==> src/rtl/div_iter_unit_pkg.sv <==
// -----------------------------------------------------------------------------
// div_iter_unit_pkg
// Shared definitions for the iterative MIPS DIV/DIVU unit:
//   - operand width and iteration-counter width
//   - FSM state encoding (IDLE / BUSY / DONE)
//   - quotient value reported for a divide by zero
// -----------------------------------------------------------------------------
package div_iter_unit_pkg;

    localparam int DIV_WIDTH = 32;
    localparam int DIV_CNT_W = 5;

    typedef enum logic [1:0] {
        DIV_IDLE = 2'b00,
        DIV_BUSY = 2'b01,
        DIV_DONE = 2'b10
    } div_state_e;

    // Restoring division with a zero divisor naturally yields all-ones; the
    // constant keeps that result explicit and independent of the signed fixup.
    localparam logic [DIV_WIDTH-1:0] DIV_BY_ZERO_QUOT = 32'hFFFF_FFFF;

endpackage : div_iter_unit_pkg

==> src/rtl/div_sign_fix.sv <==
// -----------------------------------------------------------------------------
// div_sign_fix
// Purely combinational sign handling around the unsigned divider core.
//   Entry side: magnitudes of dividend/divisor (only for signed DIV) and the
//               sign flags needed to restore the result later.
//   Exit side : negates the raw quotient/remainder according to stored flags.
// Ports
//   signed_div_i           1=DIV, 0=DIVU
//   a_i, b_i               raw dividend / divisor
//   a_abs_o, b_abs_o       operand magnitudes fed to the core
//   quot_neg_o, rem_neg_o  quotient / remainder must be negated on exit
//   quot_neg_i, rem_neg_i  latched flags for the operation in flight
//   quot_raw_i, rem_raw_i  unsigned core results
//   quot_o, rem_o          sign-corrected results
// -----------------------------------------------------------------------------
module div_sign_fix
    import div_iter_unit_pkg::*;
#(
    parameter int WIDTH = DIV_WIDTH
) (
    input  logic             signed_div_i,
    input  logic [WIDTH-1:0] a_i,
    input  logic [WIDTH-1:0] b_i,
    output logic [WIDTH-1:0] a_abs_o,
    output logic [WIDTH-1:0] b_abs_o,
    output logic             quot_neg_o,
    output logic             rem_neg_o,
    input  logic             quot_neg_i,
    input  logic             rem_neg_i,
    input  logic [WIDTH-1:0] quot_raw_i,
    input  logic [WIDTH-1:0] rem_raw_i,
    output logic [WIDTH-1:0] quot_o,
    output logic [WIDTH-1:0] rem_o
);

    localparam logic [WIDTH-1:0] ONE = {{(WIDTH-1){1'b0}}, 1'b1};

    // Two's complement negate with wrap: -0x80000000 stays 0x80000000, which
    // is exactly the magnitude the unsigned core needs for the most negative value.
    function automatic logic [WIDTH-1:0] neg2c(input logic [WIDTH-1:0] v);
        return (~v) + ONE;
    endfunction

    logic a_is_neg_s;
    logic b_is_neg_s;

    assign a_is_neg_s = signed_div_i & a_i[WIDTH-1];
    assign b_is_neg_s = signed_div_i & b_i[WIDTH-1];

    // Entry: magnitudes and result sign flags
    always_comb begin
        a_abs_o    = a_is_neg_s ? neg2c(a_i) : a_i;
        b_abs_o    = b_is_neg_s ? neg2c(b_i) : b_i;
        quot_neg_o = a_is_neg_s ^ b_is_neg_s;
        rem_neg_o  = a_is_neg_s;
    end

    // Exit: restore signs on the unsigned core results
    always_comb begin
        quot_o = quot_neg_i ? neg2c(quot_raw_i) : quot_raw_i;
        rem_o  = rem_neg_i  ? neg2c(rem_raw_i)  : rem_raw_i;
    end

endmodule : div_sign_fix

==> src/rtl/div_iter_unit.sv <==
// -----------------------------------------------------------------------------
// div_iter_unit
// Iterative radix-2 restoring divider for MIPS DIV/DIVU in the execute stage.
// One quotient bit per cycle; holds the pipeline through div_stall until the
// quotient (LO) and remainder (HI) are ready, then presents them with res_valid
// until the rest of the pipeline is free to accept them.
// Ports
//   clk, rst     core clock, synchronous active-high reset
//   flush        exception flush, aborts any operation
//   start        DIV/DIVU valid in E stage
//   signed_div   1=DIV, 0=DIVU (sampled with start)
//   a, b         dividend / divisor
//   ext_stall    stall from other pipeline sources
//   div_stall    stall request to the hazard unit
//   res_valid    quot/rem valid; HI/LO written when res_valid & ~ext_stall
//   quot, rem    quotient / remainder
// -----------------------------------------------------------------------------
module div_iter_unit
    import div_iter_unit_pkg::*;
#(
    parameter int WIDTH = DIV_WIDTH,
    parameter int CNT_W = DIV_CNT_W
) (
    input  logic             clk,
    input  logic             rst,
    input  logic             flush,
    input  logic             start,
    input  logic             signed_div,
    input  logic [WIDTH-1:0] a,
    input  logic [WIDTH-1:0] b,
    input  logic             ext_stall,
    output logic             div_stall,
    output logic             res_valid,
    output logic [WIDTH-1:0] quot,
    output logic [WIDTH-1:0] rem
);

    localparam logic [CNT_W-1:0] CNT_LAST = CNT_W'(WIDTH - 1);
    localparam logic [CNT_W-1:0] CNT_ONE  = {{(CNT_W-1){1'b0}}, 1'b1};

    div_state_e       state_q,    state_d;
    logic [CNT_W-1:0] cnt_q,      cnt_d;
    logic [WIDTH-1:0] acc_rem_q,  acc_rem_d;   // upper half of shift accumulator
    logic [WIDTH-1:0] acc_dvd_q,  acc_dvd_d;   // lower half: dividend out, quotient in
    logic [WIDTH-1:0] dvs_q,      dvs_d;       // divisor magnitude
    logic             quot_neg_q, quot_neg_d;
    logic             rem_neg_q,  rem_neg_d;
    logic             div0_q,     div0_d;
    logic [WIDTH-1:0] quot_q,     quot_d;
    logic [WIDTH-1:0] rem_q,      rem_d;

    logic [WIDTH-1:0] a_abs_s;
    logic [WIDTH-1:0] b_abs_s;
    logic             quot_neg_s;
    logic             rem_neg_s;
    logic [WIDTH:0]   shifted_s;
    logic [WIDTH:0]   trial_s;
    logic             no_borrow_s;
    logic [WIDTH-1:0] step_rem_s;
    logic [WIDTH-1:0] step_dvd_s;
    logic [WIDTH-1:0] fix_quot_s;
    logic [WIDTH-1:0] fix_rem_s;
    logic             div_stall_s;

    // The exit fixup looks at this cycle's step result so the final iteration
    // can register the corrected quotient/remainder directly on entry to DONE.
    div_sign_fix #(
        .WIDTH (WIDTH)
    ) u_sign_fix (
        .signed_div_i (signed_div),
        .a_i          (a),
        .b_i          (b),
        .a_abs_o      (a_abs_s),
        .b_abs_o      (b_abs_s),
        .quot_neg_o   (quot_neg_s),
        .rem_neg_o    (rem_neg_s),
        .quot_neg_i   (quot_neg_q),
        .rem_neg_i    (rem_neg_q),
        .quot_raw_i   (step_dvd_s),
        .rem_raw_i    (step_rem_s),
        .quot_o       (fix_quot_s),
        .rem_o        (fix_rem_s)
    );

    // One restoring step: shift the accumulator left, trial-subtract divisor.
    // The partial remainder is always below the divisor, so WIDTH+1 bits suffice.
    always_comb begin
        shifted_s   = {acc_rem_q, acc_dvd_q[WIDTH-1]};
        trial_s     = shifted_s - {1'b0, dvs_q};
        no_borrow_s = ~trial_s[WIDTH];
        if (no_borrow_s) begin
            step_rem_s = trial_s[WIDTH-1:0];
        end else begin
            step_rem_s = shifted_s[WIDTH-1:0];
        end
        step_dvd_s = {acc_dvd_q[WIDTH-2:0], no_borrow_s};
    end

    // FSM next state, datapath next values and stall request
    always_comb begin
        state_d     = state_q;
        cnt_d       = cnt_q;
        acc_rem_d   = acc_rem_q;
        acc_dvd_d   = acc_dvd_q;
        dvs_d       = dvs_q;
        quot_neg_d  = quot_neg_q;
        rem_neg_d   = rem_neg_q;
        div0_d      = div0_q;
        quot_d      = quot_q;
        rem_d       = rem_q;
        div_stall_s = 1'b0;

        case (state_q)
            DIV_IDLE: begin
                if (start & ~flush) begin
                    div_stall_s = 1'b1;
                    state_d     = DIV_BUSY;
                    cnt_d       = {CNT_W{1'b0}};
                    acc_rem_d   = {WIDTH{1'b0}};
                    acc_dvd_d   = a_abs_s;
                    dvs_d       = b_abs_s;
                    quot_neg_d  = quot_neg_s;
                    rem_neg_d   = rem_neg_s;
                    div0_d      = (b == {WIDTH{1'b0}});
                end else begin
                    state_d = DIV_IDLE;
                end
            end

            DIV_BUSY: begin
                if (flush) begin
                    state_d = DIV_IDLE;
                end else begin
                    div_stall_s = 1'b1;
                    acc_rem_d   = step_rem_s;
                    acc_dvd_d   = step_dvd_s;
                    cnt_d       = cnt_q + CNT_ONE;
                    if (cnt_q == CNT_LAST) begin
                        state_d = DIV_DONE;
                        // Remainder fixup turns |a| back into a, which is the
                        // required divide-by-zero remainder for DIV as well.
                        if (div0_q) begin
                            quot_d = DIV_BY_ZERO_QUOT;
                        end else begin
                            quot_d = fix_quot_s;
                        end
                        rem_d = fix_rem_s;
                    end else begin
                        state_d = DIV_BUSY;
                    end
                end
            end

            DIV_DONE: begin
                // start is ignored here: the same instruction is still in E.
                if (flush | ~ext_stall) begin
                    state_d = DIV_IDLE;
                end else begin
                    state_d = DIV_DONE;
                end
            end

            default: begin
                state_d = DIV_IDLE;
            end
        endcase
    end

    // State and datapath registers with synchronous reset
    always_ff @(posedge clk) begin
        if (rst) begin
            state_q    <= DIV_IDLE;
            cnt_q      <= {CNT_W{1'b0}};
            acc_rem_q  <= {WIDTH{1'b0}};
            acc_dvd_q  <= {WIDTH{1'b0}};
            dvs_q      <= {WIDTH{1'b0}};
            quot_neg_q <= 1'b0;
            rem_neg_q  <= 1'b0;
            div0_q     <= 1'b0;
            quot_q     <= {WIDTH{1'b0}};
            rem_q      <= {WIDTH{1'b0}};
        end else begin
            state_q    <= state_d;
            cnt_q      <= cnt_d;
            acc_rem_q  <= acc_rem_d;
            acc_dvd_q  <= acc_dvd_d;
            dvs_q      <= dvs_d;
            quot_neg_q <= quot_neg_d;
            rem_neg_q  <= rem_neg_d;
            div0_q     <= div0_d;
            quot_q     <= quot_d;
            rem_q      <= rem_d;
        end
    end

    // div_stall must be combinational so the hazard unit sees it in the start
    // cycle; res_valid is masked by flush so an aborted result never reaches HI/LO.
    assign div_stall = div_stall_s;
    assign res_valid = (state_q == DIV_DONE) & ~flush;
    assign quot      = quot_q;
    assign rem       = rem_q;

endmodule : div_iter_unit
==> config.mk <==
export PLATFORM = sky130hd
export DESIGN_NAME = div_iter_unit
export DESIGN_NICKNAME = d
export VERILOG_FILES = /design/src/rtl/div_iter_unit_pkg.sv /design/src/rtl/div_sign_fix.sv /design/src/rtl/div_iter_unit.sv
export SDC_FILE = /design/constraint.sdc
export NUM_CORES = 1
export LEC_CHECK = 0
export ABC_AREA = 1
export CORE_MARGIN = 3
export CORE_UTILIZATION = 53
export DETAILED_ROUTE_END_ITERATION = 16
export MAX_ROUTING_LAYER = met4
export PLACE_DENSITY = 0.79
export SLEW_MARGIN = 0
export SYNTH_ARGS = -nofsm -noshare
export SYNTH_HDL_FRONTEND = slang
export SYNTH_SLANG_ARGS = --single-unit
==> constraint.sdc <==
create_clock -name clk -period 4.1 [get_ports clk]
set_input_delay 0.82 -clock clk [delete_from_list [all_inputs] [get_ports clk]]
set_output_delay 0.82 -clock clk [all_outputs]
set_load 0.05 [all_outputs]
==> summary by stage <==
Critical path
On the worst path, the slowest cell contributes a delay of around 0.4 ns. Counting both buffers and inverters, the worst setup path holds a total of 3. The launching element of the worst setup path is dvs_q[5]. Data arrives at the worst endpoint at roughly 4.3 ns.

The start-to-end type of the worst setup path is flip-flop to flip-flop. Along the worst path, the maximum fanout reaches 5. The cell that appears most often on the critical path is nand2_4. Data on the critical path is required at its endpoint by 4.44 ns. Broken down by cell family, the worst path's largest delay share belongs to simple AND/OR/NAND/NOR gates. The nature of the critical path endpoint is a flip-flop. The reg2reg setup slack is 0.18 ns.

STA classifies the critical path startpoint as a flip-flop. The slowest stage of the critical path belongs to the cell dfxtp_1. The worst reg2reg path startpoint is dvs_q[5].

Timing
The worst max-slew margin expressed relative to the limit is 31.0%. The final setup skew is 0.0163 ns. Across all hold checks on the routed design, the worst slack comes to approximately 0.48 ns. The maximum clock rate is 255 MHz. The number of setup violations in the final report is 0. The count of final max-slew check failures is 0.

For the pin with the worst max-slew slack, the measured transition is between 1 and 1.5 ns. The final critical path takes up 95.6% of the cycle. The final critical delay including setup and external delays is 3.92 ns. The total count of hold-check failures in the final report is 0. The slack of the critical path is around 0.18 ns.

Place
After detailed placement, the total cell area comes to 14200 sq um. Including well taps, the total number of placed cells is 2468. The HPWL after detailed placement is 33.8 mm. The number of port buffers is 135.

The worst setup slack before clock tree synthesis is between 0.08 and 0.09 ns. The final estimated routing congestion in global placement is 0.976.

GRT
The via count of the first global-routing pass is 12400. The number of antenna violations at the first check in global routing is 0. Across every metal layer, demand over resource in global routing totals 34.2%. Entering global routing, the biggest net connects 100 pins. The first-pass GRT wire length is about 68 mm. The global-route congestion overflow total is 0.

Clocking
In this run, CTS created clock tree buffers numbering 17. The clock-pin slew of the registers on the worst-case setup and hold paths is 0.08 ns. The clock passes through at most 2 buffers.

CTS built an H-tree with a depth of 4. Clock tree synthesis found a total of 170 sinks. The CTS tree is built. The tree is rooted in a clkbuf_16. The clock reaches the later pin of the worst-skew pair after about 0.44 ns.

Yosys
The number of register bits inferred by synthesis is between 150 and 200. The synthesized netlist contains 53 unique library cells. The sequential element share of the synthesized area is 27.1%.

The number of nets handed over by synthesis was 2174. The share of synthesized area in the top cell type comes to around 27%. In the synthesized netlist the dominant register cell turns out to be dfxtp_1. Summing the areas of all compound-gate instances in the mapped netlist gives 17.5% of the synthesized area. Summing the areas of all fa, ha and maj instances in the mapped netlist gives 3.95% of the synthesized area. The main combinational cell family by area after synthesis is simple AND/OR/NAND/NOR gates. The Yosys warning count is 0. The fraction of the mapped netlist area in simple logic gates is 34.0%. The number of synthesized flops with an enable pin is 0.

Of all flip-flops after synthesis, the portion carrying an async set or reset was 0%. The post-synthesis cell type with the largest combined area is dfxtp_1. In the synthesized netlist, mux cells make up 0% of the area. The cell count after synthesis came out at slightly above 2000.

By area the synthesized netlist is led by dfxtp_1, nand2_1, inv_1. The mean post-synth cell area is 6.08 sq um. The synthesized netlist occupies a cell area of 12600 sq um.

The xor/xnor share of the synthesized area is 5.37%.

Drt
The met3 routed wirelength is approximately 3.3 mm. Wires add up to 43.6 mm. The number of iterations in the first detailed-routing pass is 8. In the final routing, the length of wire on met1 measures 19.5 mm. In the routed design, unresolved DRC markers number 0. The count of nets left with antenna violations after detail routing is 0. The routed via count is around 14000. The vias per cell is 5.51. After detailed routing, the met2 layer carries 19.6 mm of wire. The number of violations reported at the end of detailed-routing iteration 0 is ~1400. The top layer used by detailed routing is met4. Dividing the detail-routed wire length by the instance count gives about 17 um.

Finish
The number of nets in the final layout is ~2300. Summing all non-filler instances in the final layout gives an area of ~15000 sq um. Cells with a size suffix above 1 make up 7.77% of the layout. 0 antenna diodes ended up in the layout. The non-filler instance count after layout is 2502. The count of filler cells inserted in the layout is 2248. The synthesis-to-finish area growth is 18.7%.

Min path
The min-delay analysis places its worst path in the category flip-flop to flip-flop. The worst hold path begins at rem[1].

Die
In this run the count of I/O pins placed on the die edge is 136. The die is 160 um wide. The initial standard-cell utilization of the core is 54.6%.

The floorplan has 55 rows. The placeable core region is 23000 sq um. From bottom edge to top edge, the die measures 160 um. The die area is 25600 sq um.

Pwr
The worst-case IR drop observed on VDD is approximately 0.27 mV. For this design the static power due to leakage is 7.42 nW. The total chip power is 4.59 mW.

The power density over the cells is 308 nW/um^2.

Job
The number of max-cap violations is 0.

Run status
The run finished with clean final reports.
[worst register-to-register path, cell delays in order (launching register included)]
cell	delay, ns
dfxtp_1	0.39
inv_1	0.07
ha_1	0.38
nand2_1	0.15
nor2_1	0.14
nand3_2	0.10
nand2_2	0.08
nand2_2	0.07
nand2_4	0.07
nand2_4	0.07
nand2_4	0.09
nand2_4	0.08
nand2_4	0.09
ha_1	0.16
inv_1	0.06
nor3_2	0.19
nand2_1	0.12
nor3_2	0.21
nand4_1	0.20
nor2_2	0.22
and3_4	0.23
a31oi_2	0.10
nor2_2	0.18
o21a_1	0.15
or2_2	0.10
nand2_1	0.04
nand2_1	0.05
inv_1	0.03
[metal layers]
layer  up-vias  global-route usage, %
met1      6330                   46.7
met2       555                   53.8
met5         -                      -
li1       6831                      -
met4         0                   8.28
met3        71                   4.57
[logic make-up (layout without fill, tap and decap cells)]
kind of cell / count (synthesis) / count (layout)
adder cells (fa/ha/maj): 39 / 39
XOR/XNOR: 77 / 77
flip-flops: 170 / 170
AND/OR/NAND/NOR: 1000 / 1000
AO/OA/AOI/OAI: 389 / 389
buffers and inverters: 390 / 514
[final cells by class]
| class | count | area [sq um] | area share, % |
|---|---|---|---|
| sequential | 170 | 3400 | 22.9 |
| tap | 313 | 392 | 2.63 |
| multi-input combinational | 1505 | 7720 | 51.8 |
| timing repair buffer | 168 | 1590 | 10.7 |
| inverter | 314 | 1180 | 7.93 |
| clock buffer | 18 | 429 | 2.88 |
| clock inverter | 14 | 175 | 1.18 |
[what timing repair did]
action / in CTS / in global routing
buffers inserted: 0 / 2
hold buffers: 0 / 0
endpoints found under the setup margin: 0 / 5
resized for setup: 0 / 20
[sequential cells by signal, summed over array words and instances (netlist names)]
signal      cells
acc_dvd_q      32
dvs_q          32
div0_q          1
cnt_q           5
rem_neg_q       1
quot_neg_q      1
rem            32
quot           32
state_q         2
acc_rem_q      32
[synth_stat cells, drive strengths merged, types with 2 or more instances]
| library cell | instances |
|---|---|
| inv | 307 |
| xor2 | 49 |
| clkinv | 7 |
| clkbuf | 61 |
| a211oi | 2 |
| nand3b | 11 |
| buf | 15 |
| ha | 38 |
| o21a | 2 |
| and3 | 3 |
| o21bai | 3 |
| xnor2 | 28 |
| o221ai | 20 |
| nor2 | 227 |
| or2 | 7 |
| dfxtp | 170 |
| o211ai | 10 |
| a31oi | 14 |
| o21ai | 150 |
| nor4 | 7 |
| a221oi | 5 |
| a21o | 2 |
| a22oi | 3 |
| a21oi | 171 |
| nand2 | 594 |
| o221a | 2 |
| nand4 | 18 |
| nand3 | 101 |
| nor3 | 29 |
[report_power, final]
| group | internal (mW) | total (mW) | switching [mW] |
|---|---|---|---|
| Combinational | 0.392 | 1.16 | 0.765 |
| Sequential | 1.71 | 1.77 | 0.0612 |
| Clock | 0.831 | 1.67 | 0.838 |
[cells in the final DEF, fill, tap and decap left out, drive strengths merged, types with 2 or more instances in the layout]
cell,netlist,final
buf,15,35
o21a,2,2
a22oi,3,3
clkdlybuf4s50,0,133
o221a,2,2
a21o,2,2
nand2,594,594
a31oi,14,14
and3,3,3
xnor2,28,28
nand4,18,18
xor2,49,49
or2,7,7
a21oi,171,171
inv,307,314
nor4,7,7
nor2,227,227
clkinv,7,14
o221ai,20,20
a221oi,5,5
nand3b,11,11
a211oi,2,2
o21ai,150,150
clkbuf,61,18
nor3,29,29
nand3,101,101
o211ai,10,10
o21bai,3,3
ha,38,38
dfxtp,170,170
[stage by stage]
| step | util, % | setup TNS (ns) |
|---|---|---|
| detailed placement | 61.8 | 0 |
| finish | 64.8 | 0 |
| floorplan | - | 0 |
| global route | 64.8 | -0.291 |
| global placement | 61.8 | 0 |
| CTS | 64.4 | 0 |
[worst paths after layout]
kind | end | depth (start not counted)
max | quot[30] | 27
min | rem[1] | 2
max reg2reg | quot[30] | 27
min reg2reg | rem[1] | 2
Power figures use the tool's default switching activity.
